[src/rtl/conv_out_wr_seq.sv]
// Row sequencer feeding dram_wr: splits the conv output stream into rows, one dram_wr transfer per row.
// Optional watchdog in WAIT_DONE is enabled by defining CONV_WR_TIMEOUT_EN.
module conv_out_wr_seq #(
  parameter int ADDR_WIDTH  = 15,
  parameter int SIZE_WIDTH  = 17,
  parameter int DATA_WIDTH  = 16,
  parameter int ROW_WIDTH   = 10,
  parameter int TIMEOUT_CYC = 65535
) (
  input  logic                  clk,
  input  logic                  rst_n,
  input  logic                  start,
  input  logic [ADDR_WIDTH-1:0] cfg_base_addr,
  input  logic [ADDR_WIDTH-1:0] cfg_stride,
  input  logic [SIZE_WIDTH-1:0] cfg_row_len,
  input  logic [ROW_WIDTH-1:0]  cfg_num_rows,
  input  logic                  s_valid,
  input  logic [DATA_WIDTH-1:0] s_data,
  output logic                  s_ready,
  output logic                  wr_go,
  output logic [ADDR_WIDTH-1:0] wr_start_addr,
  output logic [SIZE_WIDTH-1:0] wr_size,
  output logic                  wr_en,
  output logic [DATA_WIDTH-1:0] wr_data,
  input  logic                  wr_ready,
  input  logic                  wr_done,
  output logic                  busy,
  output logic                  done,
  output logic [ROW_WIDTH-1:0]  rows_done,
  output logic                  err,
  output logic [2:0]            dbg_state
);

  // Stream handshake: an element moves when s_valid & s_ready in the same cycle;
  // s_ready is only ever high in STREAM while dram_wr is ready and the row is not yet full.
  typedef enum logic [2:0] {
    S_IDLE      = 3'd0,
    S_ISSUE     = 3'd1,
    S_ARM       = 3'd2,
    S_STREAM    = 3'd3,
    S_WAIT_DONE = 3'd4,
    S_FIN       = 3'd5
  } state_t;

  localparam logic [SIZE_WIDTH-1:0] SIZE_ONE = SIZE_WIDTH'(1);
  localparam logic [ROW_WIDTH-1:0]  ROW_ONE  = ROW_WIDTH'(1);

  state_t                state;
  logic [ADDR_WIDTH-1:0] addr;
  logic [ADDR_WIDTH-1:0] stride_q;
  logic [ROW_WIDTH-1:0]  num_rows_q;
  logic [ROW_WIDTH-1:0]  row;
  logic [SIZE_WIDTH-1:0] beats_left;
  logic                  done_q;
  logic                  row_end;
  logic [ADDR_WIDTH-1:0] next_addr;

`ifdef CONV_WR_TIMEOUT_EN
  localparam logic [15:0] WD_LAST = 16'(TIMEOUT_CYC - 1);
  logic [15:0] wd_cnt;
`else
  assign err = 1'b0;
`endif

  assign s_ready   = (state == S_STREAM) && wr_ready && (beats_left != '0);
  assign wr_en     = s_valid && s_ready;
  assign wr_data   = (state == S_STREAM) ? s_data : '0;
  assign dbg_state = state;
  // done level from dram_wr persists across rows, so only its rising edge ends a row
  assign row_end   = wr_done && !done_q;
  assign next_addr = addr + stride_q;

  always_ff @(posedge clk or negedge rst_n) begin
    if (!rst_n) begin
      state         <= S_IDLE;
      addr          <= '0;
      stride_q      <= '0;
      num_rows_q    <= '0;
      row           <= '0;
      beats_left    <= '0;
      done_q        <= 1'b0;
      wr_go         <= 1'b0;
      wr_start_addr <= '0;
      wr_size       <= '0;
      busy          <= 1'b0;
      done          <= 1'b0;
      rows_done     <= '0;
`ifdef CONV_WR_TIMEOUT_EN
      err           <= 1'b0;
      wd_cnt        <= '0;
`endif
    end else begin
      done_q <= wr_done;
      wr_go  <= 1'b0;
      done   <= 1'b0;
      case (state)
        S_IDLE: begin
          if (start) begin
            busy       <= 1'b1;
            row        <= '0;
            rows_done  <= '0;
            addr       <= cfg_base_addr;
            stride_q   <= cfg_stride;
            num_rows_q <= cfg_num_rows;
            wr_size    <= cfg_row_len;
`ifdef CONV_WR_TIMEOUT_EN
            err        <= 1'b0;
`endif
            if (cfg_row_len == '0 || cfg_num_rows == '0) begin
              state <= S_FIN;
            end else begin
              wr_go         <= 1'b1;
              wr_start_addr <= cfg_base_addr;
              state         <= S_ISSUE;
            end
          end
        end
        S_ISSUE: begin
          beats_left <= wr_size;
          state      <= S_ARM;
        end
        S_ARM: begin
          state <= S_STREAM;
        end
        S_STREAM: begin
`ifdef CONV_WR_TIMEOUT_EN
          wd_cnt <= '0;
`endif
          if (wr_en) begin
            beats_left <= beats_left - SIZE_ONE;
            if (beats_left == SIZE_ONE) state <= S_WAIT_DONE;
          end
        end
        S_WAIT_DONE: begin
          if (row_end) begin
            rows_done <= rows_done + ROW_ONE;
            row       <= row + ROW_ONE;
            addr      <= next_addr;
            if (row + ROW_ONE == num_rows_q) begin
              state <= S_FIN;
            end else begin
              wr_go         <= 1'b1;
              wr_start_addr <= next_addr;
              state         <= S_ISSUE;
            end
          end
`ifdef CONV_WR_TIMEOUT_EN
          else if (wd_cnt == WD_LAST) begin
            err   <= 1'b1;
            done  <= 1'b1;
            busy  <= 1'b0;
            state <= S_IDLE;
          end else begin
            wd_cnt <= wd_cnt + 16'd1;
          end
`endif
        end
        S_FIN: begin
          done  <= 1'b1;
          busy  <= 1'b0;
          state <= S_IDLE;
        end
        default: state <= S_IDLE;
      endcase
    end
  end

endmodule

[config.mk]
export PLATFORM = sky130hd
export DESIGN_NAME = conv_out_wr_seq
export DESIGN_NICKNAME = d
export VERILOG_FILES = /design/src/rtl/conv_out_wr_seq.sv
export SDC_FILE = /design/constraint.sdc
export NUM_CORES = 1
export LEC_CHECK = 0
export ABC_AREA = 1
export CAP_MARGIN = 20
export CORE_AREA = 2 2 110 112
export CTS_BUF_LIST = sky130_fd_sc_hd__clkbuf_2
export DETAILED_ROUTE_END_ITERATION = 12
export DIE_AREA = 0 0 112 114
export DONT_BUFFER_PORTS = 1
export GPL_TIMING_DRIVEN = 1
export HOLD_SLACK_MARGIN = 0.06
export PLACE_DENSITY_LB_ADDON = 0.25
export SYNTH_ARGS = -nofsm -noshare
export SYNTH_HDL_FRONTEND = slang
export SYNTH_SLANG_ARGS = --single-unit
[constraint.sdc]
create_clock -name clk -period 3.9 [get_ports clk]
set_input_delay 0.39 -clock clk [delete_from_list [all_inputs] [get_ports clk]]
set_output_delay 0.39 -clock clk [all_outputs]
set_load 0.1 [all_outputs]
After elaboration in Yosys (flattened, before gate mapping)
Cells that the tools add are included.
{"block": "word_totals", "ff_bits": 116, "inputBits": 79, "output_inout_bits": 67, "elab_cells": 80}
{"block": "classes", "add_sub_neg": 4, "eq_ne": 13, "mux": 31, "reduce_logical": 19}
{"cell": "15-bit 2-to-1 mux", "n": 6}
{"cell": "15-bit case mux with 2 select lines", "n": 2}
{"cell": "10-bit case mux with 2 select lines", "n": 2}
{"cell": "17-bit case mux with 2 select lines", "n": 1}
{"cell": "10-bit 2-to-1 mux", "n": 3}
{"cell": "10-bit by 1-bit adder with 10-bit output (second input constant)", "n": 2}
{"cell": "3-bit 2-to-1 mux", "n": 6}
{"cell": "17-bit by 1-bit equality test with 1-bit output (second input constant)", "n": 1}
{"cell": "17-bit logical NOT", "n": 1}
{"cell": "17-bit 2-to-1 mux", "n": 1}
{"cell": "17-bit nonzero test", "n": 1}
{"cell": "17-bit by 1-bit subtractor with 17-bit output (second input constant)", "n": 1}
{"cell": "16-bit 2-to-1 mux", "n": 1}
{"cell": "15-bit adder", "n": 1}
{"cell": "3-bit case mux with 5 select lines", "n": 1}
{"cell": "10-bit equality test", "n": 1}
{"cell": "10-bit logical NOT", "n": 1}
{"cell": "2-bit inequality test (second input constant)", "n": 5}
{"cell": "3-bit by 2-bit equality test with 1-bit output (second input constant)", "n": 2}
{"cell": "3-bit equality test (second input constant)", "n": 2}
{"cell": "1-bit 2-to-1 mux", "n": 6}
{"cell": "2-bit AND reduction", "n": 3}
{"cell": "2-bit nonzero test", "n": 3}
{"cell": "5-bit AND reduction", "n": 1}
{"cell": "other kinds (9)", "n": 13}

Logic depth before layout (Yosys ltp)
{"block": "logic_depth", "depth_word": 6, "mapped_depth": 15, "ltp_nobuf": 15}

Least setup slack after synthesis
No wires, ideal clock.
{"block": "synth_path", "path_type": "register to output", "start": "register state[1], in the netlist dbg_state[1]", "end": "output wr_data[10]", "arrival_ps": 3139, "required_ps": 3510, "path_slack_ps": 371, "stages_incl_launch_ff": 7, "path_buffers": 2, "cell_sequence": "dfrtp_1 nand2_1 nor2_1 inv_1 clkbuf_1 clkbuf_1 nor2_1"}
{"block": "synth_between", "elab_chain_cells": 2}
{"item": "start, declared", "line_no": "48", "text": "state_t state;"}
{"item": "start signal, assigned", "line_no": "75", "text": "state <= S_IDLE;"}
{"item": "start signal, assigned", "line_no": "110", "text": "state <= S_FIN;"}
{"item": "start signal, assigned", "line_no": "114", "text": "state <= S_ISSUE;"}
{"item": "3-bit by 2-bit equality test with 1-bit output", "line_no": "67", "text": "assign wr_data = (state == S_STREAM) ? s_data : '0;"}
{"item": "16-bit 2-to-1 mux", "line_no": "67"}
{"item": "end, declared", "line_no": "24", "text": "output logic [DATA_WIDTH-1:0] wr_data,"}
No other way between the ends.

Worst setup path after layout
{"block": "layout_path", "start": "register beats_left[0]", "end": "output wr_en"}
{"block": "layout_between", "elab_chain_cells": 3}
{"item": "start, declared", "line_no": "53", "text": "logic [SIZE_WIDTH-1:0] beats_left;"}
{"item": "start signal, assigned", "line_no": "119", "text": "beats_left <= wr_size;"}
{"item": "start signal, assigned", "line_no": "130", "text": "beats_left <= beats_left - SIZE_ONE;"}
{"item": "17-bit nonzero test", "line_no": "65", "text": "assign s_ready = (state == S_STREAM) && wr_ready && (beats_left != '0);"}
{"item": "1-bit logical AND", "line_no": "65"}
{"item": "1-bit logical AND", "line_no": "66", "text": "assign wr_en = s_valid && s_ready;"}
{"item": "end, declared", "line_no": "23", "text": "output logic wr_en,"}
No other way between the ends.

==> results.cfg <==
[final_layout]
fillCellCount = 945
area_growth_pct = 21.0
finish.utilization = 0.704
diodes = 0
finalNetCount = 1079
regArea_mm2 = 0.00290
drive_gt1_frac = 0.124
multi_input_area_mm2 = 0.00339

[timing]
finalHoldViolCount = 0
max_freq_mhz = 326
fin_crit_sh = 0.788
slew_headroom = 0.297
rsz0062_at_grt = false
min_period_ps = 3070
hold_ws_ps = 119
worst_slew_pin_slew_ps = 1050
skew_ps = 36.4
drv_slew = 0
setup_ws_ps = 828
finalSetupTns_ps = 0
setup_viol = 0

[power_and_ir_drop]
powerDensity_mw_per_mm2 = 563
vdd_drop_max_mv = 0.402
power.leakage_nw = 4.19

[floorplan]
fp-row-count = 40
fp.dieH_um = 114
fp.coreArea_mm2 = 0.0117
design.die.area_mm2 = 0.0128
ios = 146
initial_core_util = 0.582
die_w_um = 112

[detailed_routing]
drt_wl_total_um = 18000
dr_total_vias = 6281
drc = 0
wl_per_cell_um = 15.8
firstDrtPassIters = 5
drtIter0Drc = 472
via_per_inst = 5.50
ant_nets = 0

[synthesis]
syn_avg_cell_area_um2 = 7.54
yosysWarnings = 0
synth.most_common_cell = nand2_1
ys.flop_type = dfrtp_1
ys_types = 48
synth_edf_count = 0
ys_seq_area_frac = 0.426
ys_ff_latch = 116
synthTopCellsByCount = 267 x nand2_1, 116 x dfrtp_1, 96 x inv_1
synth_nets = 1001
synth_top_area_share = 0.426
post_synth_instance_area_mm2 = 0.00681
yosysTopAreaCell = dfrtp_1
yosys-top-cells-area = dfrtp_1 43%, nand2_1 15%, nand3_1 5.5%, inv_1 5.3%, o21ai_0 4.2%
synthCells = 903
synthArstFlopShare = 1.00

[placed_design]
portBuffers = 0
pre_cts_slack_ps = 1040
post-dp-hpwl_um = 12100
gp_congestion = 0.898

[global_routing]
grt_pass1_wl_um = 29300
grt_pass1_vias = 5960
antenna_found_initial = 0
gr-total-overflow = 0
grt_usage = 0.288
grt_max_degree = 117

[clock_tree]
cts-resized-gates = 0
cts_tree = done
htreeDepth = 4
cts_root_buf = clkbuf_2
worstSkewPairLatency_ps = 700
clockBufferDepth = 2
path_clk_slew_ps = 180
cts.sinks = 116
cts_buffers = 17

[worst_hold_path]
worstHoldStart = cfg_base_addr[6]
hold_path.class = in -> reg
holdPathStages = 4
hold_end = addr[6]

[worst_setup_path]
worstPathMaxFanout = 6
r2r_end = wr_start_addr[5]
crit_path_end_kind = output pin
critical_path_class = reg -> out
cp.required_ps = 3510
r2r_cells = 10
rr_startpoint = dbg_state[0]
cp.arrival_ps = 2680
critPathLaunchType = flop
r2r_slack_ps = 1000

[job]
drv_cap = 0

[status]
status = complete, no violations
-- timing repair --
action	4_1_cts	5_1_grt
hold buffers	60	0
hold endpoints to repair	188	0
setup buffers	0	0
-- cells by family after synthesis --
family / Yosys count / share of synthesized area
buffers and inverters: 131 / 0.0817
DFF: 116 / 0.426
other: 1 / 0.000550
and+or+nand+nor: 495 / 0.331
AOI/OAI and AO/OA: 128 / 0.106
adders and majority gates: 19 / 0.0360
xor gates and xnor gates: 13 / 0.0187
-- how the worst max path moves through the flow --
stage                   from  depth (start not counted)  slack, ps                 to
2_1_floorplan   dbg_state[1]                          6        370        wr_data[10]
3_3_place_gp    dbg_state[0]                         10       1140  wr_start_addr[10]
3_5_place_dp    dbg_state[0]                         10       1040   wr_start_addr[5]
4_1_cts         dbg_state[1]                          6        780         wr_data[9]
5_1_grt         dbg_state[1]                          6        600        wr_data[13]
6_report       beats_left[0]                          8        830              wr_en
-- flip-flops by register name, indices dropped and copies added (netlist names) --
signal	cells
stride_q	15
addr	15
wr_go	1
done	1
done_q	1
rows_done	10
beats_left	17
row	10
busy	1
wr_start_addr	15
dbg_state	3
wr_size	17
num_rows_q	10
-- layout make-up --
cell class                      instances  area share
Timing Repair Buffer                   90       0.127
Clock inverter                         15      0.0316
Inverter                              100      0.0455
Sequential cell                       116       0.352
Multi-Input combinational cell        656       0.412
Tap cell                              147      0.0223
Clock buffer                           17      0.0103
-- power by group --
group          internal [mW]  switching (mW)
logic                  0.503           0.825
clock network          0.609           0.487
registers               1.45           0.773
total                   2.56            2.08
-- metrics by stage --
stage | power (mW) | instances | area, µm²
floorplan | 3.17 | 903 | 6810
global placement | 3.44 | 1049 | 7280
detailed placement | 3.46 | 1049 | 7280
CTS | 4.63 | 1141 | 8240
global route | 4.90 | 1141 | 8240
finish | 4.65 | 1141 | 8240
-- cell usage in the layout (no fill, tap or decap), types with 16 or more instances in the layout --
cell	instances
nand2_1	267
dfrtp_1	116
inv_1	96
nand3_1	75
dlygate4sd3_1	59
nor2_1	58
o21ai_0	57
a21oi_1	27
nor2_2	22
ha_1	18
nand4_1	17
a31oi_1	17
clkbuf_2	17
buf_12	16
-- critical path: stages, from the launching register on --
cell and delay [ps]:
dfrtp_1 470, inv_1 180, ha_1 260, nand3_1 210, nor2_2 240, nand3_1 160, nand4_1 180, inv_1 70
buf_4 230
-- layer usage --
metal,part of all wire,routed length [µm],GRT usage
met3,0.073,1310,0.0850
met5,0,0,0
met1,0.42,7630,0.362
met4,0.020,357,0.0886
met2,0.48,8690,0.485
Power figures use the tool's default switching activity.
